<file path="config.mk">
export PLATFORM = sky130hd
export DESIGN_NAME = ratio_error_divider
export DESIGN_NICKNAME = d
export VERILOG_FILES = /design/src/rtl/ratio_error_divider_pkg.sv /design/src/rtl/ratio_error_divider_div.sv /design/src/rtl/ratio_error_divider.sv
export SDC_FILE = /design/constraint.sdc
export NUM_CORES = 1
export LEC_CHECK = 0
export CORE_MARGIN = 4
export CORE_UTILIZATION = 55
export CTS_CLUSTER_SIZE = 28
export DETAILED_ROUTE_END_ITERATION = 8
export PLACE_DENSITY = 0.78
export SLEW_MARGIN = 40
export SYNTH_ARGS = -nofsm -noshare
export SYNTH_HDL_FRONTEND = slang
export SYNTH_SLANG_ARGS = --single-unit
</file>
<file path="constraint.sdc">
create_clock -name clk -period 5.15 [get_ports clk]
set_input_delay 1.03 -clock clk [delete_from_list [all_inputs] [get_ports clk]]
set_output_delay 1.03 -clock clk [all_outputs]
set_load 0.02 [all_outputs]
</file>
<file path="src/rtl/ratio_error_divider_pkg.sv">
// rtl/ratio_error_divider_pkg.sv - shared state encoding and saturation bounds for the ratio error divider
package ratio_error_divider_pkg;

  typedef enum logic [2:0] {
    ST_IDLE,
    ST_CHECK,
    ST_DIVIDE,
    ST_FINISH,
    ST_OUTPUT
  } state_e;

  // Signed range of a w-bit two's complement word (w <= 31).
  function automatic int sat_max(input int w);
    return (1 << (w - 1)) - 1;
  endfunction

  function automatic int sat_min(input int w);
    return -(1 << (w - 1));
  endfunction

endpackage

</file>
<file path="src/rtl/ratio_error_divider_div.sv">
// rtl/ratio_error_divider_div.sv - start/busy unsigned restoring divider, one quotient bit per clock, MSB first
module seq_restoring_div #(
  parameter int DATA_WIDTH = 24,
  parameter int Q_BITS     = 14
) (
  input  logic                  clk,
  input  logic                  rst,
  input  logic                  start,
  input  logic [DATA_WIDTH-1:0] dividend,
  input  logic [DATA_WIDTH-1:0] divisor,
  output logic [Q_BITS-1:0]     quotient,
  output logic                  busy,
  output logic                  last
);

  localparam int CNT_W = $clog2(Q_BITS + 1);

  logic [DATA_WIDTH:0] rem_q, rem_d;
  logic [Q_BITS-1:0]   q_q, q_d;
  logic [CNT_W-1:0]    cnt_q, cnt_d;
  logic [DATA_WIDTH:0] t;

  always_comb begin
    rem_d = rem_q;
    q_d   = q_q;
    cnt_d = cnt_q;
    // rem < divisor always holds here, so the shifted value never needs a wider register.
    t     = rem_q << 1;
    if (start) begin
      rem_d = {1'b0, dividend};
      q_d   = '0;
      cnt_d = CNT_W'(Q_BITS);
    end else if (cnt_q != '0) begin
      if (t >= {1'b0, divisor}) begin
        rem_d = t - {1'b0, divisor};
        q_d   = {q_q[Q_BITS-2:0], 1'b1};
      end else begin
        rem_d = t;
        q_d   = {q_q[Q_BITS-2:0], 1'b0};
      end
      cnt_d = cnt_q - 1'b1;
    end
  end

  always_ff @(posedge clk or posedge rst) begin
    if (rst) begin
      rem_q <= '0;
      q_q   <= '0;
      cnt_q <= '0;
    end else begin
      rem_q <= rem_d;
      q_q   <= q_d;
      cnt_q <= cnt_d;
    end
  end

  assign quotient = q_q;
  assign busy     = (cnt_q != '0);
  assign last     = (cnt_q == CNT_W'(1));

endmodule

</file>
<file path="src/rtl/ratio_error_divider.sv">
// rtl/ratio_error_divider.sv - tau_A/tau_B fixed-point ratio minus setpoint, saturated onto an AXIS error stream
module ratio_error_divider
  import ratio_error_divider_pkg::*;
#(
  parameter int DATA_WIDTH = 24,
  parameter int FRAC_BITS  = 14,
  parameter int OUT_WIDTH  = 16
) (
  input  logic                  clk,
  input  logic                  rst,
  input  logic [DATA_WIDTH-1:0] s_axis_sm_cycle_tdata,
  input  logic                  s_axis_sm_cycle_tvalid,
  input  logic [DATA_WIDTH-1:0] s_axis_Mm_cycle_tdata,
  input  logic                  s_axis_Mm_cycle_tvalid,
  input  logic [FRAC_BITS-1:0]  setpoint,
  output logic [OUT_WIDTH-1:0]  m_axis_err_tdata,
  output logic                  m_axis_err_tvalid,
  input  logic                  m_axis_err_tready,
  output logic [FRAC_BITS-1:0]  ratio,
  output logic                  overrange,
  output logic                  div_zero
);

  localparam logic signed [31:0] SAT_MAX = 32'(sat_max(OUT_WIDTH));
  localparam logic signed [31:0] SAT_MIN = 32'(sat_min(OUT_WIDTH));

  state_e                 state_q, state_d;
  logic [DATA_WIDTH-1:0]  s_r_q, s_r_d, m_r_q, m_r_d;
  logic [DATA_WIDTH-1:0]  last_s_q, last_s_d, last_m_q, last_m_d;
  logic [FRAC_BITS-1:0]   setpoint_q, setpoint_d;
  logic [FRAC_BITS-1:0]   ratio_q, ratio_d;
  logic [OUT_WIDTH-1:0]   tdata_q, tdata_d;
  logic                   tvalid_q, tvalid_d;
  logic                   overrange_q, overrange_d;
  logic                   div_zero_q, div_zero_d;

  logic                   div_start, div_busy, div_last;
  logic [FRAC_BITS-1:0]   div_quotient;
  logic [FRAC_BITS-1:0]   q_val;
  logic signed [FRAC_BITS:0] e;
  logic signed [31:0]     e_wide;

  seq_restoring_div #(
    .DATA_WIDTH (DATA_WIDTH),
    .Q_BITS     (FRAC_BITS)
  ) u_div (
    .clk      (clk),
    .rst      (rst),
    .start    (div_start),
    .dividend (s_r_q),
    .divisor  (m_r_q),
    .quotient (div_quotient),
    .busy     (div_busy),
    .last     (div_last)
  );

  always_comb begin
    state_d     = state_q;
    s_r_d       = s_r_q;
    m_r_d       = m_r_q;
    last_s_d    = last_s_q;
    last_m_d    = last_m_q;
    setpoint_d  = setpoint_q;
    ratio_d     = ratio_q;
    tdata_d     = tdata_q;
    tvalid_d    = tvalid_q;
    overrange_d = overrange_q;
    div_zero_d  = div_zero_q;
    div_start   = 1'b0;
    q_val       = overrange_q ? '1 : div_quotient;
    e           = $signed({1'b0, q_val} - {1'b0, setpoint_q});
    e_wide      = 32'(e);

    case (state_q)
      ST_IDLE: begin
        // Upstream valids are tied high, so only a changed pair counts as new work.
        if (s_axis_sm_cycle_tvalid && s_axis_Mm_cycle_tvalid &&
            ({s_axis_sm_cycle_tdata, s_axis_Mm_cycle_tdata} != {last_s_q, last_m_q})) begin
          s_r_d    = s_axis_sm_cycle_tdata;
          m_r_d    = s_axis_Mm_cycle_tdata;
          last_s_d = s_axis_sm_cycle_tdata;
          last_m_d = s_axis_Mm_cycle_tdata;
          state_d  = ST_CHECK;
        end
      end
      ST_CHECK: begin
        setpoint_d = setpoint;
        if (m_r_q == '0) begin
          div_zero_d = 1'b1;
          state_d    = ST_IDLE;
        end else if (s_r_q >= m_r_q) begin
          div_zero_d  = 1'b0;
          overrange_d = 1'b1;
          state_d     = ST_FINISH;
        end else begin
          div_zero_d  = 1'b0;
          overrange_d = 1'b0;
          div_start   = 1'b1;
          state_d     = ST_DIVIDE;
        end
      end
      ST_DIVIDE: begin
        if (div_busy && div_last) state_d = ST_FINISH;
      end
      ST_FINISH: begin
        if (e_wide > SAT_MAX)      tdata_d = SAT_MAX[OUT_WIDTH-1:0];
        else if (e_wide < SAT_MIN) tdata_d = SAT_MIN[OUT_WIDTH-1:0];
        else                       tdata_d = e_wide[OUT_WIDTH-1:0];
        ratio_d  = q_val;
        tvalid_d = 1'b1;
        state_d  = ST_OUTPUT;
      end
      ST_OUTPUT: begin
        if (m_axis_err_tready) begin
          tvalid_d = 1'b0;
          state_d  = ST_IDLE;
        end
      end
      default: state_d = ST_IDLE;
    endcase
  end

  always_ff @(posedge clk or posedge rst) begin
    if (rst) begin
      state_q     <= ST_IDLE;
      s_r_q       <= '0;
      m_r_q       <= '0;
      last_s_q    <= '0;
      last_m_q    <= '0;
      setpoint_q  <= '0;
      ratio_q     <= '0;
      tdata_q     <= '0;
      tvalid_q    <= 1'b0;
      overrange_q <= 1'b0;
      div_zero_q  <= 1'b0;
    end else begin
      state_q     <= state_d;
      s_r_q       <= s_r_d;
      m_r_q       <= m_r_d;
      last_s_q    <= last_s_d;
      last_m_q    <= last_m_d;
      setpoint_q  <= setpoint_d;
      ratio_q     <= ratio_d;
      tdata_q     <= tdata_d;
      tvalid_q    <= tvalid_d;
      overrange_q <= overrange_d;
      div_zero_q  <= div_zero_d;
    end
  end

  assign m_axis_err_tdata  = tdata_q;
  assign m_axis_err_tvalid = tvalid_q;
  assign ratio             = ratio_q;
  assign overrange         = overrange_q;
  assign div_zero          = div_zero_q;

endmodule

</file>
==> flow_summary.yaml <==
timing:
  final.setup.tns_ns: 0
  setup_violations: 0
  worst_slack_ns: 1.678
  fin_skew_ns: 0.01185
  min_period_ns: 3.472
  max_freq_mhz: 288.0
  worstMarginPinSlew_ns: 0.7639
  rsz0062_at_grt: "no"
  relSlewSlack: 0.4908
  slew_violations: 0
  hold_viol: 0
  fin_crit_sh: 0.6742
final_layout:
  diodes: 0
  layout-drive-gt1-share: 0.1279
  regArea_sq_um: 3478
  area_growth_pct: 19.29
  multi_input_area_sq_um: 5017
  fin_nets: 1169
  fin_util: 0.6693
  fillCellCount: 1274
worst_setup_path:
  cp_cell_sequence: "inv_1 -> ha_1 -> nor2b_1 -> o31a_4 -> o21ai_4 -> o22ai_4 -> o211ai_4 -> and2_1 -> buf_4 -> nor2_1 -> a211oi_1 -> o31ai_1"
  r2r_setup_slack_ns: 1.68
  worst-path-max-fanout: 21
  path_class: "reg -> reg"
  crit_slowest_cell: "and2_1"
  critPathLaunchType: "register"
  critPathMaxStageDelay_ns: 0.67
  critPathArrivalTime_ns: 3.77
  reg2reg_depth: 12
  end_kind: "register"
  worstPathRequired_ns: 5.45
placed_design:
  gp_congestion: 0.9634
  io_buffers: 99
  dpl.hpwl_mm: 16.65
  dp_slack_ns: 1.499
power_and_ir_drop:
  power_frac_seq: 0.247
  p_int_uw: 4845
  power_leakage_uw: 0.004662
  powerDensity_nw_per_um2: 833.0
  power_uw: 8856
  p_switching_uw: 4011
  ir_drop_mv: 0.5298
  p_sw_frac: 0.4529
  p_comb_frac: 0.612
  clkPwrFrac: 0.140
drt:
  drc: 0
  ant_nets: 0
  drt-initial-drc-count: 487
  viasPerCell: 5.809
  wl_per_cell_um: 17.76
  routed_wl_mm: 22.45
  vias: 7343
  drt_pass1_iterations: 7
logic_synthesis:
  netlist_area_sq_um: 8912
  synth_seq_area_share: 0.3903
  ys_ff_latch: 139
  syn_area_per_cell_sq_um: 9.391
  yosys_warnings: 0
  synth_ff_type: "dfrtp_1"
  syn_nets: 1083
  synth.distinct_cells: 70
  async_flop_share: 1.000
  synth_edf_count: 0
  synthCells: 949
clock_network:
  cts.sinks: 139
  cts_buffer_depth: 2
  htreeDepth: 4
  cts.repair.resized: 0
  clkLatencyLatePin_ns: 0.43
  cts-root-buf: "clkbuf_16"
  ctsHoldBuffers: 0
  cts_tree: "yes"
  clkTransAtPathRegs_ns: 0.06
  cts_buffers: 17
  post-cts-setup-buffer-count: 0
global_routing:
  grt_pass1_vias: 7477
  grt-ovfl-total: 0
  grt_pass1_wl_mm: 37.04
  antenna_found_initial: 0
  track_usage: 0.2555
  grt_max_degree: 119
die:
  start_util: 0.5610
  dieWidth_um: 135.3
  num_rows: 46
  ios: 100
  core_sq_um: 15890
  die_area_sq_um: 18300
  die_h_um: 135.3
flow_run:
  drv_cap: 0
min_path:
  hold_path.class: "reg -> reg"
  hold_depth: 2
outcome:
  status: "finished, final reports clean"
## kinds of logic after synthesis
logic type | synth area share
flops | 0.3903
compound gates | 0.1894
buf+inv | 0.04815
fa+ha+maj | 0.09575
simple gates | 0.1492
xor+xnor | 0.07567
mux | 0.05152
## worst max-delay path: cells and delay by family, from the launching register on
kind | cells | cell delay [ns]
flip-flops | 1 | 0.42
buffers and inverters | 2 | 0.44
AND/OR/NAND/NOR | 3 | 0.89
adder cells (fa/ha/maj) | 1 | 0.31
AO/OA/AOI/OAI | 6 | 1.29
## metrics by stage
step	instances	area, sq um	hold slack (ns)
2_1_floorplan	949	8912	0.4839
3_3_place_gp	1232	10020	0.4629
3_5_place_dp	1232	10030	0.4687
4_1_cts	1264	10630	0.4819
5_1_grt	1264	10630	0.5079
6_report	1264	10630	0.4806
## cell usage in the layout (no fill, tap or decap), drive strengths merged, types with 7 or more instances in the layout
cell type      synthesis  layout
nand3                 12      12
dfrtp                139     139
xnor2                 16      16
a211oi                22      22
nor2                  55      55
o31ai                 16      16
a21oi                 59      59
mux2                  39      39
nor4                  20      20
o21ai                 81      81
inv                   50      53
clkbuf                28      18
or2                   16      16
ha                    65      65
xor2                  61      61
clkdlybuf4s50          0      99
nor2b                  7       7
buf                   14      10
nor3                  11      11
nand4                  8       8
a21o                  21      21
o211ai                 9       9
nand2                127     127
nand2b                 8       8
## Yosys cell counts (10+ instances only)
| library cell | n | area [sq um] |
|---|---|---|
| dfrtp_1 | 139 | 3478 |
| nand2_1 | 126 | 473.0 |
| o21ai_0 | 77 | 385.4 |
| ha_1 | 65 | 813.3 |
| xor2_1 | 61 | 534.3 |
| nor2_1 | 55 | 206.5 |
| inv_1 | 50 | 187.7 |
| a21oi_1 | 45 | 225.2 |
| mux2_2 | 39 | 439.2 |
| clkbuf_1 | 26 | 97.59 |
| a21o_1 | 21 | 157.7 |
| nor4_1 | 20 | 125.1 |
| a211oi_1 | 17 | 127.6 |
| or2_2 | 16 | 100.1 |
| xnor2_1 | 16 | 140.1 |
| a21oi_2 | 14 | 122.6 |
| o31ai_1 | 14 | 105.1 |
| nand3_1 | 12 | 60.06 |
| nor3_1 | 10 | 50.05 |
## state kept, by name, indices dropped and copies added, names as in the netlist, 3 cells and up
signal / count
last_m_q: 24
last_s_q: 24
m_axis_err_tdata: 15
ratio: 14
setpoint_q: 14
state_q: 3
u_div.cnt_q: 4
u_div.quotient: 14
u_div.rem_q: 24
## metal layers
| metal | part of all wire | GRT usage | wire, um |
|---|---|---|---|
| met4 | 0.041 | 0.1176 | 915 |
| met3 | 0.049 | 0.04755 | 1104 |
| met2 | 0.50 | 0.4472 | 11320 |
| met5 | 0 | 0 | 0 |
| met1 | 0.41 | 0.3049 | 9107 |
## power by group through the flow
stage          combinational, uW  sequential (uW)  clock (uW)
6_report                    5420             2190        1240
5_1_grt                     6040             2260        1310
4_1_cts                     5410             2180        1260
3_5_place_dp                5320             2200           0
3_3_place_gp                5210             2180           0
2_1_floorplan               4090             2160           0
## worst paths after layout
check                                    startpoint                    to
worst min-delay path            m_axis_err_tdata[9]   m_axis_err_tdata[9]
worst max-delay path                    last_m_q[1]        u_div.rem_q[1]
min in group asynchronous                       rst  m_axis_err_tdata[13]
max in group asynchronous                       rst          last_s_q[11]
worst min register to register  m_axis_err_tdata[9]   m_axis_err_tdata[9]
worst max register to register          last_m_q[1]        u_div.rem_q[1]
## area by class of cell
cell class / count / area share
clock buffer: 18 / 0.04131
clock inverter: 14 / 0.01506
inverter: 50 / 0.01883
multi-input combinational: 718 / 0.4719
sequential: 139 / 0.3272
tap: 216 / 0.02542
timing repair buffer: 109 / 0.1003
Note: power is estimated with default switching activity, not from simulation.
